**config.mk**
```make
export PLATFORM = sky130hd
export DESIGN_NAME = sap_microsequencer_flat
export DESIGN_NICKNAME = d
export VERILOG_FILES = /design/src/rtl/sap_microsequencer_if.sv /design/src/rtl/sap_microsequencer.sv /design/src/flat_wrapper.sv
export SDC_FILE = /design/constraint.sdc
export NUM_CORES = 1
export LEC_CHECK = 0
export CAP_MARGIN = 0
export CORE_AREA = 2 2 74 76
export CTS_CLUSTER_SIZE = 30
export DETAILED_ROUTE_END_ITERATION = 6
export DIE_AREA = 0 0 76 78
export SYNTH_ARGS = -nofsm -noshare
export SYNTH_HDL_FRONTEND = slang
export SYNTH_SLANG_ARGS = --single-unit
export TNS_END_PERCENT = 30
```
**constraint.sdc**
```tcl
create_clock -name clk -period 2.6 [get_ports clk]
set_input_delay 0.52 -clock clk [delete_from_list [all_inputs] [get_ports clk]]
set_output_delay 0.52 -clock clk [all_outputs]
set_load 0.02 [all_outputs]
```
**src/rtl/sap_microsequencer_if.sv**
```systemverilog
// Bundles the SAP sequencer's datapath-facing signals: flags, opcode and memory status in, control word and status out.
// mem_ready acts as the memory's "valid": a T2/T4 read moves on only in a cycle where it is high; run gates the next fetch.
interface sap_microsequencer_if #(
  parameter int OPCODE_W = 4,
  parameter int CNT_W    = 16
);
  logic [OPCODE_W-1:0] opcode;
  logic                flag_carry;
  logic                flag_zero;
  logic                mem_ready;
  logic                run;
  logic [15:0]         ctrl;
  logic [2:0]          stage;
  logic                halted;
  logic                instr_done;
  logic [CNT_W-1:0]    retired_cnt;

  modport master (
    output opcode, flag_carry, flag_zero, mem_ready, run,
    input  ctrl, stage, halted, instr_done, retired_cnt
  );

  modport slave (
    input  opcode, flag_carry, flag_zero, mem_ready, run,
    output ctrl, stage, halted, instr_done, retired_cnt
  );
endinterface

```
**src/rtl/sap_microsequencer.sv**
```systemverilog
// Microcode sequencer for the 8-bit SAP CPU: T-state FSM producing the 16-bit control word,
// with variable-length instructions, conditional jumps, memory stalls, run/pause, HALT and a retired counter.
module sap_microsequencer #(
  parameter int OPCODE_W      = 4,
  parameter int CNT_W         = 16,
  parameter bit MEM_WAIT_EN   = 1'b1,
  parameter bit UNKNOWN_HALTS = 1'b0
) (
  input logic                 clk,
  input logic                 rst_n,
  sap_microsequencer_if.slave bus
);
  typedef enum logic [2:0] {
    S_T0 = 3'd0, S_T1 = 3'd1, S_T2 = 3'd2, S_T3 = 3'd3,
    S_T4 = 3'd4, S_T5 = 3'd5, S_HOLD = 3'd6, S_HALT = 3'd7
  } state_t;

  localparam logic [15:0] CTRL_IDLE = 16'h0FE3;
  localparam int FLAGS_LOAD = 15, PC_INC = 14, PC_EN = 13, PC_LOAD = 12;
  localparam int MAR_ADDR_LOAD_N = 11, MAR_MEM_LOAD_N = 10, RAM_EN_N = 9, RAM_LOAD_N = 8;
  localparam int IR_LOAD_N = 7, IR_EN_N = 6, REGA_LOAD_N = 5, REGA_EN = 4;
  localparam int ADDER_SUB = 3, REGB_EN = 2, REGB_LOAD_N = 1, OUT_LOAD_N = 0;

  localparam logic [OPCODE_W-1:0] OP_HLT = OPCODE_W'(0), OP_NOP = OPCODE_W'(1);
  localparam logic [OPCODE_W-1:0] OP_ADD = OPCODE_W'(2), OP_SUB = OPCODE_W'(3);
  localparam logic [OPCODE_W-1:0] OP_LDA = OPCODE_W'(4), OP_OUT = OPCODE_W'(5);
  localparam logic [OPCODE_W-1:0] OP_STA = OPCODE_W'(6), OP_JMP = OPCODE_W'(7);
  localparam logic [OPCODE_W-1:0] OP_JC  = OPCODE_W'(8), OP_JZ  = OPCODE_W'(9);
  localparam logic [OPCODE_W-1:0] OP_LIMIT = OPCODE_W'(10);

  state_t              r_state;
  state_t              w_next;
  logic [CNT_W-1:0]    r_retired;
  logic [15:0]         w_ctrl;
  logic                w_done;
  logic                w_mem_ok;
  logic [OPCODE_W-1:0] w_op;

  // Unknown opcodes are folded onto HLT or NOP so the decode below only sees known values.
  always_comb begin
    w_op = bus.opcode;
    if (bus.opcode >= OP_LIMIT) w_op = UNKNOWN_HALTS ? OP_HLT : OP_NOP;
  end

  assign w_mem_ok = MEM_WAIT_EN ? bus.mem_ready : 1'b1;

  always_ff @(posedge clk) begin
    if (!rst_n) begin
      r_state   <= S_HOLD;
      r_retired <= '0;
    end else begin
      r_state <= w_next;
      if (w_done) r_retired <= r_retired + CNT_W'(1);
    end
  end

  always_comb begin
    w_next = r_state;
    w_ctrl = CTRL_IDLE;
    w_done = 1'b0;
    case (r_state)
      S_HOLD: if (bus.run) w_next = S_T0;
      S_T0: begin
        if (bus.run) begin
          w_ctrl[PC_EN]           = 1'b1;
          w_ctrl[MAR_ADDR_LOAD_N] = 1'b0;
          w_next                  = S_T1;
        end
      end
      S_T1: begin
        if (w_op != OP_HLT) w_ctrl[PC_INC] = 1'b1;
        w_next = S_T2;
      end
      S_T2: begin
        w_ctrl[RAM_EN_N] = 1'b0;
        if (w_mem_ok) begin
          w_ctrl[IR_LOAD_N] = 1'b0;
          w_next            = S_T3;
        end
      end
      S_T3: begin
        case (w_op)
          OP_HLT: w_next = S_HALT;
          OP_ADD, OP_SUB, OP_LDA, OP_STA: begin
            w_ctrl[IR_EN_N]         = 1'b0;
            w_ctrl[MAR_ADDR_LOAD_N] = 1'b0;
            w_next                  = S_T4;
          end
          OP_OUT: begin
            w_ctrl[REGA_EN]    = 1'b1;
            w_ctrl[OUT_LOAD_N] = 1'b0;
            w_done             = 1'b1;
          end
          OP_JMP, OP_JC, OP_JZ: begin
            if (w_op == OP_JMP || (w_op == OP_JC && bus.flag_carry) ||
                (w_op == OP_JZ && bus.flag_zero)) begin
              w_ctrl[IR_EN_N] = 1'b0;
              w_ctrl[PC_LOAD] = 1'b1;
            end
            w_done = 1'b1;
          end
          default: w_done = 1'b1;
        endcase
      end
      S_T4: begin
        case (w_op)
          OP_ADD, OP_SUB: begin
            w_ctrl[RAM_EN_N] = 1'b0;
            if (w_mem_ok) begin
              w_ctrl[REGB_LOAD_N] = 1'b0;
              w_next              = S_T5;
            end
          end
          OP_LDA: begin
            w_ctrl[RAM_EN_N] = 1'b0;
            if (w_mem_ok) begin
              w_ctrl[REGA_LOAD_N] = 1'b0;
              w_done              = 1'b1;
            end
          end
          OP_STA: begin
            w_ctrl[REGA_EN]        = 1'b1;
            w_ctrl[MAR_MEM_LOAD_N] = 1'b0;
            w_next                 = S_T5;
          end
          default: w_next = S_T0;
        endcase
      end
      S_T5: begin
        case (w_op)
          OP_ADD, OP_SUB: begin
            w_ctrl[REGB_EN]     = 1'b1;
            w_ctrl[REGA_LOAD_N] = 1'b0;
            w_ctrl[FLAGS_LOAD]  = 1'b1;
            w_ctrl[ADDER_SUB]   = (w_op == OP_SUB);
            w_done              = 1'b1;
          end
          OP_STA: begin
            w_ctrl[RAM_LOAD_N] = 1'b0;
            w_done             = 1'b1;
          end
          default: w_next = S_T0;
        endcase
      end
      S_HALT: w_next = S_HALT;
      default: w_next = S_HOLD;
    endcase
    // Every completed instruction returns to T0.
    if (w_done) w_next = S_T0;
  end

  assign bus.ctrl        = w_ctrl;
  assign bus.stage       = r_state;
  assign bus.halted      = (r_state == S_HALT);
  assign bus.instr_done  = w_done;
  assign bus.retired_cnt = r_retired;
endmodule

```
**src/flat_wrapper.sv**
```systemverilog
// flat-port wrapper written by rule: the top's interface ports become plain ports
module sap_microsequencer_flat 
#(
  parameter int OPCODE_W      = 4,
  parameter int CNT_W         = 16,
  parameter bit MEM_WAIT_EN   = 1'b1,
  parameter bit UNKNOWN_HALTS = 1'b0
)
  (clk, rst_n, bus_opcode, bus_flag_carry, bus_flag_zero, bus_mem_ready, bus_run, bus_ctrl, bus_stage, bus_halted, bus_instr_done, bus_retired_cnt);
  sap_microsequencer_if #(.OPCODE_W(OPCODE_W), .CNT_W(CNT_W)) bus_i ();
  input logic clk;
  input logic rst_n;
  input wire logic [$bits(bus_i.opcode)-1:0] bus_opcode;
  input wire logic [$bits(bus_i.flag_carry)-1:0] bus_flag_carry;
  input wire logic [$bits(bus_i.flag_zero)-1:0] bus_flag_zero;
  input wire logic [$bits(bus_i.mem_ready)-1:0] bus_mem_ready;
  input wire logic [$bits(bus_i.run)-1:0] bus_run;
  output wire logic [$bits(bus_i.ctrl)-1:0] bus_ctrl;
  output wire logic [$bits(bus_i.stage)-1:0] bus_stage;
  output wire logic [$bits(bus_i.halted)-1:0] bus_halted;
  output wire logic [$bits(bus_i.instr_done)-1:0] bus_instr_done;
  output wire logic [$bits(bus_i.retired_cnt)-1:0] bus_retired_cnt;
  assign bus_i.opcode = bus_opcode;
  assign bus_i.flag_carry = bus_flag_carry;
  assign bus_i.flag_zero = bus_flag_zero;
  assign bus_i.mem_ready = bus_mem_ready;
  assign bus_i.run = bus_run;
  assign bus_ctrl = bus_i.ctrl;
  assign bus_stage = bus_i.stage;
  assign bus_halted = bus_i.halted;
  assign bus_instr_done = bus_i.instr_done;
  assign bus_retired_cnt = bus_i.retired_cnt;
  sap_microsequencer #(.OPCODE_W(OPCODE_W), .CNT_W(CNT_W), .MEM_WAIT_EN(MEM_WAIT_EN), .UNKNOWN_HALTS(UNKNOWN_HALTS)) u_core (.clk(clk), .rst_n(rst_n), .bus(bus_i));
endmodule
```
==> run summary, run 1 <==
Gate Count Post-Synth - 161
Critical Path AT - 2030 ps
CP top delay family - buffers and inverters
Worst vdd ir - 285 uV
Largest net degree at the start of global routing - 31
Dpl cell area - 1860 um2
Final Cycle Share - 0.982
Worst Setup EP - bus_ctrl[5]
Slowest stage delay, CP - 630 ps
Least-Margin Pin Slew - 543 ps
Critical path peak fanout - 5
Kind of critical path - input pin to primary output
Grt total ovfl - 0
CP Capture Type - primary output
RSZ-0062 raised after global routing - true
Setup TNS - 0 ps
Worst Path Buf+Inv - 2
ANT cells - 0
Post-synth top area share - 0.309
# rows - 26
Top Ports - 47
Fin. max-slew vios - 0
Final setup viols - 0
Starting Density - 0.244
Finished Cell Area - 1920 um2
Layout Nets - 230
Cells along the critical path - dlygate4sd2_1 -> nor3b_2 -> and3_1 -> a31oi_1 -> clkdlybuf4s50_1
Post-Route WL - 3500 um
Core area - 5040 um2
CTS clk-pin slew, worst paths - 70 ps
Die area - 5930 um2
Pre-Repair DR Iteration Count - 4
Post-DP HPWL - 2650 um
Sequential fraction of the synthesis area - 0.309
Mean Syn Cell Area - 7.65 um2
Power share of the clock group - 0.234
Core Util, Final - 0.380
Worst R2R Start - u_core.bus.stage[2]
Rel. slew slack - 0.638
Crit path time final - 2550 ps
FF-to-FF End - u_core.bus.retired_cnt[5]
Status - complete, no violations
Register-to-Register Path Depth - 7
Pwr/cell area - 463 nW/um2
Clock Path Buffers - 2
Routed Antenna Nets - 0
Hold Path Class - flip-flop to flip-flop
Area Overhead vs Synth - 55.8%
DR iter-0 viols - 80
TritonCTS clock tree - done
Final Hold Viols - 0
# H-tree levels - 1
Global-route wire length before repair - 5940 um
Clk_lat worst skew - 260 ps
Clock Tree Root - clkbuf_8
Max frequency - 392 MHz
Setup crit start kind - input pin
Reg power frac - 0.364
Int Pwr - 580 uW
Port bufs - 46
Crit path depth - 5
Wire length per cell - 12.2 um
Hold_ws - 487 ps
NetSw - 308 uW
Yosys cell types - 37
Worst setup path start - bus_opcode[1]
Comb pwr share - 0.402
Clock skew - 3.02 ps
Number of flops mapped to enable cells by yosys - 0
Switching part of the total - 0.347
Initial antenna violation count - 0
Cells taking the most area after synthesis - dfxtp_1 (31%), a21oi_1 (7.3%), o31ai_1 (6.1%)
Register bit total from synthesis - 19
Leakage power - 0.000702 uW
Max_cap viols - 0
Critical Path RT - 2080 ps
Residual DRC - 0
CP max-delay cell - clkdlybuf4s50_1
Vias - 1376
Cell taking the most area after synthesis - dfxtp_1
Chip height - 78 um
Via density - 4.78
Synth warnings - 0
Ys async rst share - 0
RD Place Congestion - 0.788
Total GRT Usage - 0.119
Layout cells sized above 1 - 0.138
Syn nets - 172
Num CTS Buffers - 3
Vias in the first global route - 1225
Hold buffer count at CTS - 0
Hold Startpoint - u_core.bus.retired_cnt[15]
R2R Setup Slk - 540 ps
Die width - 76 um
Synth Cell Area - 1230 um2
Ys flop type - dfxtp_1
Clk sinks - 19
[cells in the final DEF (no fill, tap or decap), drive strengths merged, types with 3 or more instances in the layout]
cell and n:
a21oi 18, and2 3, and3 5, buf 18, clkbuf 4, clkdlybuf4s50 34, dfxtp 19, dlygate4sd2 9
inv 4, nand2 14, nand2b 4, nand3 8, nand4 5, nor2 8, nor2b 4, nor4b 3
o21ai 10, o31ai 10, or3 6, or4 9
[per-layer routing]
metal	share of wire	GRT usage
met1	0.52	0.170
met2	0.44	0.188
met3	0.038	0.0314
met5	0	0
met4	0	0.00545
[worst reg2reg max path: stages (launching register included)]
cell,delay (ps)
dfxtp_1,470
buf_4,190
nor3b_2,200
nand3_1,110
o211a_1,130
buf_4,220
or4_1,520
a21oi_1,150
[metrics by stage]
step | std cells | setup WS [ps] | total power, uW
2_1_floorplan | 161 | 422 | 528
3_3_place_gp | 284 | -353 | 688
3_5_place_dp | 284 | -348 | 685
4_1_cts | 288 | 11.1 | 891
5_1_grt | 288 | -27.1 | 944
6_report | 288 | 46.2 | 888
[registers in the layout, indices dropped and copies added (netlist names)]
signal	flops
u_core.bus.retired_cnt	16
u_core.bus.stage	3
[worst min path at each step]
stage,end,slack (ps),depth (start not counted)
after global routing,u_core.bus.retired_cnt[12],530,2
after CTS,u_core.bus.retired_cnt[15],490,2
final,u_core.bus.retired_cnt[15],490,2
after global placement,u_core.bus.retired_cnt[15],460,2
after detailed placement,u_core.bus.retired_cnt[15],480,2
after floorplan,u_core.bus.retired_cnt[15],550,2
[logic make-up (layout without fill, tap and decap cells)]
kind of cell             after synthesis  in the layout  synth area share
adder cells (fa/ha/maj)                1              1            0.0102
AO/OA/AOI/OAI                         47             47             0.232
XOR/XNOR                               1              1           0.00712
multiplexers                           2              2            0.0163
flip-flops                            19             19             0.309
AND/OR/NAND/NOR                       76             76             0.366
buffers and inverters                 15             72            0.0600
[layout make-up]
class                   count  area (um2)
repair buffers             64         584
fillers                   522        3120
multi-input cells         127         805
well taps                  70        87.6
clock inverters             1        5.00
inverters                   4        15.0
clock buffers               3        41.3
flip-flops and latches     19         380
[what timing repair did]
action | 4_1_cts | 5_1_grt
endpoints found under the setup margin | 15 | 5
resized for setup | 15 | 7
setup buffers | 0 | 0
[synth_stat cells, types with 4 or more instances]
cell      count
dfxtp_1      19
a21oi_1      18
nand2_1      14
o21ai_0      10
o31ai_1      10
or4_1         9
nand3_1       8
nor2_1        8
or3_1         6
and3_1        5
buf_2         5
nand4_1       5
clkbuf_1      4
inv_1         4
nand2b_1      4
nor2b_1       4
[power by group through the flow]
stage          clock, uW  combinational (uW)  sequential (uW)
6_report             208                 356              323
5_1_grt              229                 390              326
4_1_cts              215                 353              323
3_5_place_dp           0                 355              330
3_3_place_gp           0                 359              329
2_1_floorplan          0                 182              347
Power figures use the tool's default switching activity.
==> run 2: changes to the inputs <==
--- a/config.mk
+++ b/config.mk
@@ -10,6 +10,7 @@
 export CTS_CLUSTER_SIZE = 30
 export DETAILED_ROUTE_END_ITERATION = 6
 export DIE_AREA = 0 0 76 78
+export SLEW_MARGIN = 15
 export SYNTH_ARGS = -nofsm -noshare
 export SYNTH_HDL_FRONTEND = slang
 export SYNTH_SLANG_ARGS = --single-unit
==> results of run 2 <==
Same layout as run 1: the final DEF is identical, and so are final timing and power.
==> run 3: changes to the inputs <==
==> constraint.sdc (replaced) <==
create_clock -name clk -period 2.4 [get_ports clk]
set_input_delay 0.48 -clock clk [delete_from_list [all_inputs] [get_ports clk]]
set_output_delay 0.48 -clock clk [all_outputs]
set_load 0.02 [all_outputs]
==> run 3 against run 2 <==
Against the previous run: global-route usage grew 0.97 points; critical path type unchanged; via count increased by 1.2%; highest routed layer is now met4; sequential power rose by 8.7%; register-to-register slack worse by 140 ps; cell count is 0.69% higher; non-clock buffer count up 2; clock power rose by 8%; worst hold slack better by 0.84 ps; largest power group unchanged; first-iteration DRC count fell by 2.5%; flip-flop and latch count did not move.
==> run summary, run 3 (synthesis results as in run 1) <==
Via density - 4.80 (+0.54%)
DR iter-0 viols - 78 (-2.5%)
Pre-Repair DR Iteration Count - 4 (unchanged)
Vias in the first global route - 1308 (+6.8%)
Critical path peak fanout - 6 (+1)
Chip height - 78 um (unchanged)
Die area - 5930 um2 (unchanged)
Area Overhead vs Synth - 59.7%
Setup crit start kind - input pin
Kind of critical path - input pin to primary output
Largest net degree at the start of global routing - 31 (unchanged)
Post-Route WL - 3610 um (+3.1%)
Place WS - -477 ps (-129 ps)
# placed instances - 286 (+0.70%)
Clock skew - 4.97 ps (+1.95 ps)
# rows - 26 (unchanged)
Residual DRC - 0 (unchanged)
Hold buffer count at CTS - 0 (unchanged)
Wire length per cell - 12.4 um (+2.3%)
Top Ports - 47 (unchanged)
Final setup viols - 0 (unchanged)
Starting Density - 0.244 (unchanged)
Final Non-Filler Cells - 290 (+0.69%)
Clk_lat worst skew - 260 ps (about the same)
Most frequent cells in the layout - clkdlybuf4s50_1 (27), buf_4 (19), dfxtp_1 (19)
Global-route wire length before repair - 6310 um (+6.2%)
Initial antenna violation count - 0 (unchanged)
Leakage power - 0.000733 uW (+4.3%)
Die width - 76 um (unchanged)
Total GRT Usage - 0.128 (+0.00970)
Worst vdd ir - 278 uV (-2.3%)
Routed Antenna Nets - 0 (unchanged)
Most common cell after layout, fill and taps aside - clkdlybuf4s50_1
CP Capture Type - primary output
Number of flip-flops in the largest register - 16 (unchanged)
Final Cycle Share - 0.983
Grt total ovfl - 0 (unchanged)
Num CTS Buffers - 3 (unchanged)
TritonCTS clock tree - done
RD Place Congestion - 0.817 (+3.7%)
Status - complete, no violations
Clock Path Buffers - 2 (unchanged)
Post-DP HPWL - 2740 um (+3.3%)
Vias - 1393 (+1.2%)
Clk sinks - 19 (unchanged)
Pwr/cell area - 496 nW/um2 (+7.2%)
Least-Margin Pin Slew - 527 ps (-16.2 ps)
Area of the multi-input gates - 816 um2 (+1.4%)
Core area - 5040 um2 (unchanged)
Clock Tree Root - clkbuf_8
Setup ws final - 40.9 ps (-5.35 ps)
Fin. max-slew vios - 0 (unchanged)
CTS clk-pin slew, worst paths - 70 ps (about the same)
Crit path time final - 2360 ps
Max frequency - 424 MHz
Fill count - 518 (-0.77%)
Layout cells sized above 1 - 0.159 (+0.0215)
Rel. slew slack - 0.649 (+0.0108)
Hold Path Class - flip-flop to flip-flop
Hold_ws - 487 ps (+0.838 ps)
Port bufs - 46 (unchanged)
Layout Nets - 232 (+0.87%)
Critical Path RT - 1920 ps (-160 ps)
Final Hold Viols - 0 (unchanged)
RSZ-0062 raised after global routing - true
ANT cells - 0 (unchanged)
Post-CTS Setup Inserts - 0 (unchanged)
Seq. cell area - 380 um2 (unchanged)
Critical Path AT - 1880 ps (-150 ps)
# H-tree levels - 1 (unchanged)
Max_cap viols - 0 (unchanged)
==> run 3: layer usage <==
metal	track usage	wire, um	vias to the layer above
li1	-	-	727
met5	0	0	-
met2	0.198	1600	36
met4	0.0291	44	0
met1	0.179	1800	626
met3	0.0326	158	4
==> run 3: final timing paths <==
kind | start | end | slack, ps | cells after the start
worst max-delay path | bus_opcode[3] | bus_ctrl[9] | 40 | 6
worst min-delay path | u_core.bus.retired_cnt[15] | u_core.bus.retired_cnt[15] | 490 | 2
worst max register to register | u_core.bus.stage[1] | u_core.bus.retired_cnt[10] | 400 | 6
worst min register to register | u_core.bus.retired_cnt[15] | u_core.bus.retired_cnt[15] | 490 | 2
==> run 3: stage by stage <==
step / instance area [um2] / total power, uW / TNS [ps] / util
floorplan: 1230 / 572 / 0 / -
CTS: 1940 / 979 / -402 / 0.384
detailed placement: 1880 / 758 / -7540 / 0.373
finish: 1970 / 976 / 0 / 0.390
global route: 1970 / 1050 / -18.3 / 0.390
global placement: 1880 / 762 / -6580 / 0.373
==> run 3: power by group <==
group | leakage [uW] | total, uW | internal, uW | switching, uW
Clock | 0.0000255 | 224 | 115 | 109
Combinational | 0.000553 | 400 | 191 | 210
Sequential | 0.000154 | 351 | 332 | 18.7
Total | 0.000733 | 976 | 638 | 337
==> run 3: final cells by class <==
type / count / share of cell area
Multi-Input combinational cell: 127 / 0.415
Timing Repair Buffer: 66 / 0.316
Sequential cell: 19 / 0.194
Tap cell: 70 / 0.0446
Clock buffer: 3 / 0.0210
Inverter: 4 / 0.00764
Clock inverter: 1 / 0.00255
==> run 3: worst max-delay path: stages <==
cell,delay (ps)
dlygate4sd2_1,350
nor4b_4,330
buf_4,160
o21ai_0,70
a21o_1,180
dlygate4sd2_1,310
==> run 3: timing repair <==
| action | 4_1_cts | 5_1_grt |
|---|---|---|
| resized for setup | 23 | 11 |
| pin swaps | 1 | 0 |
| setup endpoints to repair | 16 | 10 |
| gates cloned | 0 | 0 |
